## src/rtl/pll_phase_pkg.sv

```systemverilog
// Shared types and defaults for the PLL dynamic phase-shift responder.
package pll_phase_pkg;

  typedef enum logic [0:0] {
    ST_IDLE = 1'b0,
    ST_BUSY = 1'b1
  } state_t;

  localparam logic [2:0] SEL_ALL = 3'b111;

  localparam int DEF_NUM_CNT  = 5;
  localparam int DEF_TAP_W    = 3;
  localparam int DEF_BUSY_CYC = 4;
  localparam int DEF_LOCK_CYC = 16;

  // A select is usable if it names an existing counter or broadcasts to all of them.
  function automatic logic sel_legal(input logic [2:0] sel, input int num_cnt);
    return (int'(sel) < num_cnt) || (sel == SEL_ALL);
  endfunction

endpackage

```

## src/rtl/pll_phase_responder_if.sv

```systemverilog
// Controller-to-PLL phase-shift bus: master is the phase-shift controller, slave the responder.
interface pll_phase_responder_if
  import pll_phase_pkg::*;
#(
  parameter int NUM_CNT = DEF_NUM_CNT,
  parameter int TAP_W   = DEF_TAP_W
);

  // A rising edge on phasestep is the request (valid); phasedone high means the
  // responder can take the next request (ready). A controller raises phasestep only
  // after it has seen phasedone=1; edges seen while busy or unlocked pulse step_err.
  logic                     pll_en;
  logic                     phasestep;
  logic                     phaseupdown;
  logic [2:0]               phasecounterselect;
  logic                     phasedone;
  logic                     pll_lock;
  logic [NUM_CNT*TAP_W-1:0] phase_taps;
  logic                     step_err;

  modport master (
    output pll_en, phasestep, phaseupdown, phasecounterselect,
    input  phasedone, pll_lock, phase_taps, step_err
  );

  modport slave (
    input  pll_en, phasestep, phaseupdown, phasecounterselect,
    output phasedone, pll_lock, phase_taps, step_err
  );

endinterface

```

## src/rtl/pll_phase_responder_lock_timer.sv

```systemverilog
// Lock timer: pll_lock rises LOCK_CYC+1 edges after pll_en goes high; pll_en low unlocks.
module pll_lock_timer
  import pll_phase_pkg::*;
#(
  parameter int LOCK_CYC = DEF_LOCK_CYC
) (
  input  logic clk,
  input  logic rst_n_i,
  input  logic pll_en,
  output logic pll_lock
);

  localparam int CW = $clog2(LOCK_CYC + 1);
  localparam logic [CW-1:0] LOCK_MAX = CW'(LOCK_CYC);

  logic [CW-1:0] cnt_q;

  // The counter parks at LOCK_CYC; one more edge then declares lock.
  always_ff @(posedge clk or negedge rst_n_i) begin
    if (!rst_n_i) begin
      cnt_q    <= '0;
      pll_lock <= 1'b0;
    end else if (!pll_en) begin
      cnt_q    <= '0;
      pll_lock <= 1'b0;
    end else if (!pll_lock) begin
      if (cnt_q == LOCK_MAX) begin
        pll_lock <= 1'b1;
      end else begin
        cnt_q <= cnt_q + 1'b1;
      end
    end
  end

endmodule

```

## src/rtl/pll_phase_responder.sv

```systemverilog
// PLL dynamic phase-shift responder: per-counter tap bank stepped through a
// phasestep/phasedone handshake, gated by a lock timer.
module pll_phase_responder
  import pll_phase_pkg::*;
#(
  parameter int NUM_CNT  = DEF_NUM_CNT,
  parameter int TAP_W    = DEF_TAP_W,
  parameter int BUSY_CYC = DEF_BUSY_CYC,
  parameter int LOCK_CYC = DEF_LOCK_CYC
) (
  input  logic                  clk,
  input  logic                  rst_n_i,
  pll_phase_responder_if.slave  bus
);

  localparam int BW = (BUSY_CYC > 1) ? $clog2(BUSY_CYC) : 1;

  state_t           state_q, state_d;
  logic [BW-1:0]    busy_q, busy_d;
  logic [2:0]       sel_q, sel_d;
  logic             dir_q, dir_d;
  logic             ps_q;
  logic             step_err_q, step_err_d;
  logic [TAP_W-1:0] taps_q [NUM_CNT];
  logic [TAP_W-1:0] taps_d [NUM_CNT];
  logic             pll_lock;
  logic             req;
  logic             accept;

  pll_lock_timer #(
    .LOCK_CYC (LOCK_CYC)
  ) u_lock_timer (
    .clk      (clk),
    .rst_n_i  (rst_n_i),
    .pll_en   (bus.pll_en),
    .pll_lock (pll_lock)
  );

  always_comb begin
    req        = bus.phasestep & ~ps_q;
    accept     = 1'b0;
    state_d    = state_q;
    busy_d     = busy_q;
    sel_d      = sel_q;
    dir_d      = dir_q;
    taps_d     = taps_q;
    case (state_q)
      ST_IDLE: begin
        // pll_en is checked directly: lock only drops one edge after pll_en does.
        if (req && pll_lock && bus.pll_en &&
            sel_legal(bus.phasecounterselect, NUM_CNT)) begin
          accept  = 1'b1;
          state_d = ST_BUSY;
          busy_d  = BW'(BUSY_CYC - 1);
          sel_d   = bus.phasecounterselect;
          dir_d   = bus.phaseupdown;
        end
      end
      ST_BUSY: begin
        if (!bus.pll_en) begin
          state_d = ST_IDLE;
        end else if (busy_q == '0) begin
          state_d = ST_IDLE;
          for (int k = 0; k < NUM_CNT; k++) begin
            if (sel_q == SEL_ALL || sel_q == 3'(k)) begin
              taps_d[k] = dir_q ? taps_q[k] + 1'b1 : taps_q[k] - 1'b1;
            end
          end
        end else begin
          busy_d = busy_q - 1'b1;
        end
      end
      default: state_d = ST_IDLE;
    endcase
    step_err_d = req & ~accept;
  end

  always_ff @(posedge clk or negedge rst_n_i) begin
    if (!rst_n_i) begin
      state_q    <= ST_IDLE;
      busy_q     <= '0;
      sel_q      <= '0;
      dir_q      <= 1'b0;
      ps_q       <= 1'b0;
      step_err_q <= 1'b0;
      for (int k = 0; k < NUM_CNT; k++) begin
        taps_q[k] <= '0;
      end
    end else begin
      state_q    <= state_d;
      busy_q     <= busy_d;
      sel_q      <= sel_d;
      dir_q      <= dir_d;
      ps_q       <= bus.phasestep;
      step_err_q <= step_err_d;
      for (int k = 0; k < NUM_CNT; k++) begin
        taps_q[k] <= taps_d[k];
      end
    end
  end

  // Taps update on the same edge that returns to IDLE, so they change as phasedone rises.
  always_comb begin
    bus.phase_taps = '0;
    for (int k = 0; k < NUM_CNT; k++) begin
      bus.phase_taps[k*TAP_W +: TAP_W] = taps_q[k];
    end
  end

  assign bus.phasedone = (state_q == ST_IDLE);
  assign bus.pll_lock  = pll_lock;
  assign bus.step_err  = step_err_q;

endmodule

```

## src/flat_wrapper.sv

```systemverilog
// flat-port wrapper written by rule: the top's interface ports become plain ports
module pll_phase_responder_flat import pll_phase_pkg::*;
#(
  parameter int NUM_CNT  = DEF_NUM_CNT,
  parameter int TAP_W    = DEF_TAP_W,
  parameter int BUSY_CYC = DEF_BUSY_CYC,
  parameter int LOCK_CYC = DEF_LOCK_CYC
)
  (clk, rst_n_i, bus_pll_en, bus_phasestep, bus_phaseupdown, bus_phasecounterselect, bus_phasedone, bus_pll_lock, bus_phase_taps, bus_step_err);
  pll_phase_responder_if #(.NUM_CNT(NUM_CNT), .TAP_W(TAP_W)) bus_i ();
  input  logic clk;
  input  logic rst_n_i;
  input wire logic [$bits(bus_i.pll_en)-1:0] bus_pll_en;
  input wire logic [$bits(bus_i.phasestep)-1:0] bus_phasestep;
  input wire logic [$bits(bus_i.phaseupdown)-1:0] bus_phaseupdown;
  input wire logic [$bits(bus_i.phasecounterselect)-1:0] bus_phasecounterselect;
  output wire logic [$bits(bus_i.phasedone)-1:0] bus_phasedone;
  output wire logic [$bits(bus_i.pll_lock)-1:0] bus_pll_lock;
  output wire logic [$bits(bus_i.phase_taps)-1:0] bus_phase_taps;
  output wire logic [$bits(bus_i.step_err)-1:0] bus_step_err;
  assign bus_i.pll_en = bus_pll_en;
  assign bus_i.phasestep = bus_phasestep;
  assign bus_i.phaseupdown = bus_phaseupdown;
  assign bus_i.phasecounterselect = bus_phasecounterselect;
  assign bus_phasedone = bus_i.phasedone;
  assign bus_pll_lock = bus_i.pll_lock;
  assign bus_phase_taps = bus_i.phase_taps;
  assign bus_step_err = bus_i.step_err;
  pll_phase_responder #(.NUM_CNT(NUM_CNT), .TAP_W(TAP_W), .BUSY_CYC(BUSY_CYC), .LOCK_CYC(LOCK_CYC)) u_core (.clk(clk), .rst_n_i(rst_n_i), .bus(bus_i));
endmodule
```

## config.mk

```make
export PLATFORM = sky130hd
export DESIGN_NAME = pll_phase_responder_flat
export DESIGN_NICKNAME = d
export VERILOG_FILES = /design/src/rtl/pll_phase_pkg.sv /design/src/rtl/pll_phase_responder_if.sv /design/src/rtl/pll_phase_responder_lock_timer.sv /design/src/rtl/pll_phase_responder.sv /design/src/flat_wrapper.sv
export SDC_FILE = /design/constraint.sdc
export NUM_CORES = 1
export LEC_CHECK = 0
export ABC_AREA = 1
export ABC_CLOCK_PERIOD_IN_PS = 2950
export CAP_MARGIN = 20
export CORE_UTILIZATION = 45
export CTS_CLUSTER_SIZE = 12
export DETAILED_ROUTE_END_ITERATION = 8
export PLACE_DENSITY = 0.76
export SLEW_MARGIN = 20
export SYNTH_ARGS = -nofsm -noshare
export SYNTH_HDL_FRONTEND = slang
export SYNTH_HIERARCHICAL = 1
export SYNTH_SLANG_ARGS = --single-unit
```

## constraint.sdc

```tcl
create_clock -name clk -period 2.95 [get_ports clk]
set_clock_uncertainty 0.2 [all_clocks]
set_input_delay 0.4425 -clock clk [delete_from_list [all_inputs] [get_ports clk]]
set_output_delay 0.4425 -clock clk [all_outputs]
set_load 0.1 [all_outputs]
```

# Word level (Yosys, flattened, before mapping)
# Cells that the tools add are included.
# word_totals
output_inout_bits	18
elab_cells	82
input_bits	8
register_bits	30
# classes
addsub	12
eq_ne	12
order_cmp	1
bitwise_logic	5
mux	20
n_reduce_logical	19
# ops
operator	count
AND reduction 4 bit	5
adder 3 x 1 -> 3 bit, second input constant	5
two-way mux 3 bit	5
two-way mux 5 bit	3
subtractor 3 x 1 -> 3 bit, second input constant	5
equality test 3 bit, second input constant	3
!= test 2 bit, second input constant	4
two-way mux 1 bit	7
equality test 3 x 2 -> 1 bit, second input constant	2
logical OR 1 bit	6
two-way mux 2 bit	3
adder 5 x 1 -> 5 bit, second input constant	1
equality test 5 bit, second input constant	1
one-hot mux 2 bit (2 select lines)	1
AND reduction 2 bit	2
equality test 3 x 1 -> 1 bit, second input constant	1
logical AND 1 bit	3
zero test 3 bit	1
less-than comparator 3 bit, second input constant	1
NOT 1 bit	3
AND reduction 3 bit	1
AND 1 bit	2
zero test 2 bit	1
!= test 2 x 1 -> 1 bit, second input constant	1
2 further kinds	2

# Longest topological paths before layout
# logic_depth
depth_word	9
mapped_depth	9
mapped_depth_nobuf	9

# Modules after synthesis
# Netlist, hierarchy kept.
# by_module_without_submodules
module	cells_each	instances	area_each_um2
pll_phase_responder	160	1	1370.1
pll_lock_timer	48	1	362.8

# Least setup slack after synthesis
# Ideal clock, no wire load.
# synth_path
kind	reg-to-reg
start	register u_core.taps_q, in the netlist u_core/bus.phase_taps[9]
end	register u_core.taps_q, in the netlist u_core/bus.phase_taps[11]
path_slack_ps	953
required_ps	2628
path_buffers	0
arrival_ps	1675
period_less_slack_ps	1997
path_stages_with_launch	6
path_cell_list	dfrtp_1 fa_1 xnor2_1 nand2_1 nand2_1 nand2_1
# synth_between
elab_chain_cells	2
# synth_lines
item	line_no	rtl
start: declaration	pll_phase_responder.sv:24	logic [TAP_W-1:0] taps_q [NUM_CNT];
start signal: indexed assignment	pll_phase_responder.sv:97	taps_q[k] <= taps_d[k];
subtractor 3 x 1 -> 3 bit / adder 3 x 1 -> 3 bit (equally long branches)	pll_phase_responder.sv:66	taps_d[k] = dir_q ? taps_q[k] + 1'b1 : taps_q[k] - 1'b1;
two-way mux 3 bit *	pll_phase_responder.sv:66	
# Every way passes the cells marked *; elsewhere a longest branch is shown, timed or not.
# A chain may end at the register's enable or synchronous reset.

# Final worst setup path
# layout_path
start	input port bus_pll_en
end	register u_core.taps_q, in the netlist u_core/bus.phase_taps[13]
# layout_between
elab_chain_cells	1
# layout_lines
item	line_no	rtl
start: declaration	flat_wrapper.sv:13	input wire logic [$bits(bus_i.pll_en)-1:0] bus_pll_en;
AND reduction 4 bit (no source line)	--	
# No other way between the ends.

==> impl_metrics.toml <==
[run_status]
outcome = "completed"

[layout]
drive_gt1_share_pct = 19.92
fin_nets = 256
fin_area_mm2 = 0.002092
final_cells = 289
areaGrowthSynthToFinish_pct = 20.72
num_antenna_cells = 0
regArea_um2 = 750.7
multi_input_area_um2 = 853.3
fillers = 381

[global_routing]
grt_max_degree = 31
grt_antenna_before_repair = 0
grt_usage_pct = 18.39
grt_pass1_wl_um = 5533
grt_pass1_vias = 1296
gr-total-overflow = 0

[timing]
setup_viol = 0
hold_viol = 0
worst_slew_pin_slew_ns = 0.4881
timing.final.crit_share_pct = 63.44
slew_viol_final = 0
min_period_ns = 1.871
rsz0062_at_grt = "no"
fmax_mhz = 534.4
setup_tns_ns = 0
relSlewSlack_pct = 67.36

[power_and_ir_drop]
p_leak_nw = 1.097
power.density_mw_per_mm2 = 412.1
vdd_drop_max_uv = 299.7

[cts]
clkTransAtPathRegs_ns = 0.06
cts.hold.buffers_added = 0
cts_buffers = 5
insertion_delay_ns = 0.29
htree_levels = 2
cts_resized = 0
cts_tree = "done"
cts_setup_buffers = 0
clockBufferDepth = 2
cts-root-buf = "clkbuf_8"
cts.sinks = 30

[route]
drc = 0
num_vias = 1356
via_per_inst = 4.692
drt-total-wl_um = 3020
drtIter0Drc = 49
drt-pass1-iter-count = 4
wl_per_cell_um = 10.45
postRouteAntennaNets = 0

[yosys]
synth_edf_count = 0
avgSynthCellArea_um2 = 8.331
ys_ff_latch = 30
synth_warnings = 6
syn_nets = 224
synthFlopType = "dfrtp_1"
syn_inst = 208
synth.top_cell.area_share_pct = 43.32
syn_area_mm2 = 0.001733
yosys.area.top_type = "dfrtp_1"
synth.distinct_cells = 25
synth_area_leaders = "dfrtp_1 43%, nand2_1 16%, fa_1 5.8%"
synthTopCellsByCount = "74 x nand2_1, 30 x dfrtp_1, 24 x inv_1, 16 x nand3_1, 7 x nor2_1"
yosysSeqAreaShare_pct = 43.32
synthArstFlopShare_pct = 100.0
synth_most_common_cell = "nand2_1"

[worst_hold_path]
hold_class = "flip-flop to flip-flop"

[setup_path]
cp-end-kind = "flip-flop"
crit_required_ns = 2.93
crit_fanout = 13
crit_type = "input port to flip-flop"
startpoint_type = "input port"
cp.arrival_ns = 1.85

[place]
gp_congestion = 0.8466
dp_cells = 281
io_buffers = 25
place_hpwl_um = 2259
placed_cell_area_mm2 = 0.002001

[die]
die_area_mm2 = 0.004103
core_mm2 = 0.003689
rows = 22
die_h_um = 64.06
pin_count = 26
start_util_pct = 46.98
die_x_um = 64.06

[run]
drv_cap = 0
## report_power, final
| group | internal (mW) | switching [mW] | total, mW |
|---|---|---|---|
| Clock | 0.188 | 0.151 | 0.338 |
| Combinational | 0.0313 | 0.0605 | 0.0917 |
| Sequential | 0.421 | 0.0105 | 0.432 |
## area by class of cell
| class | instances | area share, % |
|---|---|---|
| Clock buffer | 7 | 4.127 |
| Clock inverter | 1 | 0.2392 |
| Inverter | 31 | 5.562 |
| Multi-Input combinational cell | 145 | 40.79 |
| Sequential cell | 30 | 35.89 |
| Tap cell | 48 | 2.871 |
| Timing Repair Buffer | 27 | 10.53 |
## critical path, stage by stage
cell and delay, ns:
clkdlybuf4s50_1 0.77, nand2_4 0.14, nor2_8 0.13, nand2_2 0.07
nor2_4 0.12, inv_2 0.06, nand2_1 0.06, nand2_1 0.05
## metal layers
layer	vias to the layer above	global-route usage (%)	part of all wire [%]
met3	8	4.286	5.1
met1	618	23.06	46
met5	-	0	0
met2	32	27.53	46
li1	698	-	-
met4	0	13.64	3.3
## cell usage in the layout (no fill, tap or decap), types with 5 or more instances in the layout
master,netlist,layout
inv_1,24,24
fa_1,5,5
clkbuf_8,0,6
xor2_1,6,6
xnor2_1,6,6
nor2_1,7,7
nand2_1,74,74
buf_4,1,20
nand3_1,16,16
clkdlybuf4s50_1,0,7
nand2_2,5,5
dfrtp_1,30,30
inv_2,5,5
## logic make-up after synthesis
kind of cell	after synthesis	share of synthesized area, %
AOI/OAI and AO/OA	8	2.310
xor gates and xnor gates	12	6.065
adders and majority gates	8	7.943
buffers and inverters	33	7.437
DFF	30	43.32
and+or+nand+nor	117	32.93
## sequential cells by signal, summed over array words and instances, names as in the netlist
| name | flops |
|---|---|
| u_core/dir_q | 1 |
| u_core/bus.phase_taps | 15 |
| u_core/u_lock_timer/cnt_q | 5 |
| u_core/u_lock_timer/pll_lock | 1 |
| u_core/ps_q | 1 |
| u_core/sel_q | 3 |
| u_core/busy_q | 2 |
| u_core/state_q | 1 |
| u_core/bus.step_err | 1 |
## metrics by stage
stage	power, mW	setup slack [ns]	utilization (%)	hold slack, ns
finish	0.8620	1.079	56.72	0.2991
global route	0.9033	0.9667	56.72	0.3549
CTS	0.8768	1.084	56.72	0.3049
detailed placement	0.5318	0.7673	54.24	0.2926
global placement	0.5295	0.7895	54.24	0.2815
floorplan	0.4987	0.9528	-	-0.05309
## worst paths after layout
path / startpoint / endpoint / slack [ns] / cells after the start
min in group asynchronous: rst_n_i / u_core/bus.phase_taps[6] / 0.34 / 2
worst max register to register: u_core/dir_q / u_core/bus.phase_taps[11] / 1.37 / 6
max in group asynchronous: rst_n_i / u_core/dir_q / 1.93 / 2
worst min-delay path: u_core/bus.phase_taps[11] / u_core/bus.phase_taps[11] / 0.30 / 2
worst min register to register: u_core/bus.phase_taps[11] / u_core/bus.phase_taps[11] / 0.30 / 2
worst max-delay path: bus_pll_en / u_core/bus.phase_taps[13] / 1.08 / 8
Power figures use the tool's default switching activity.
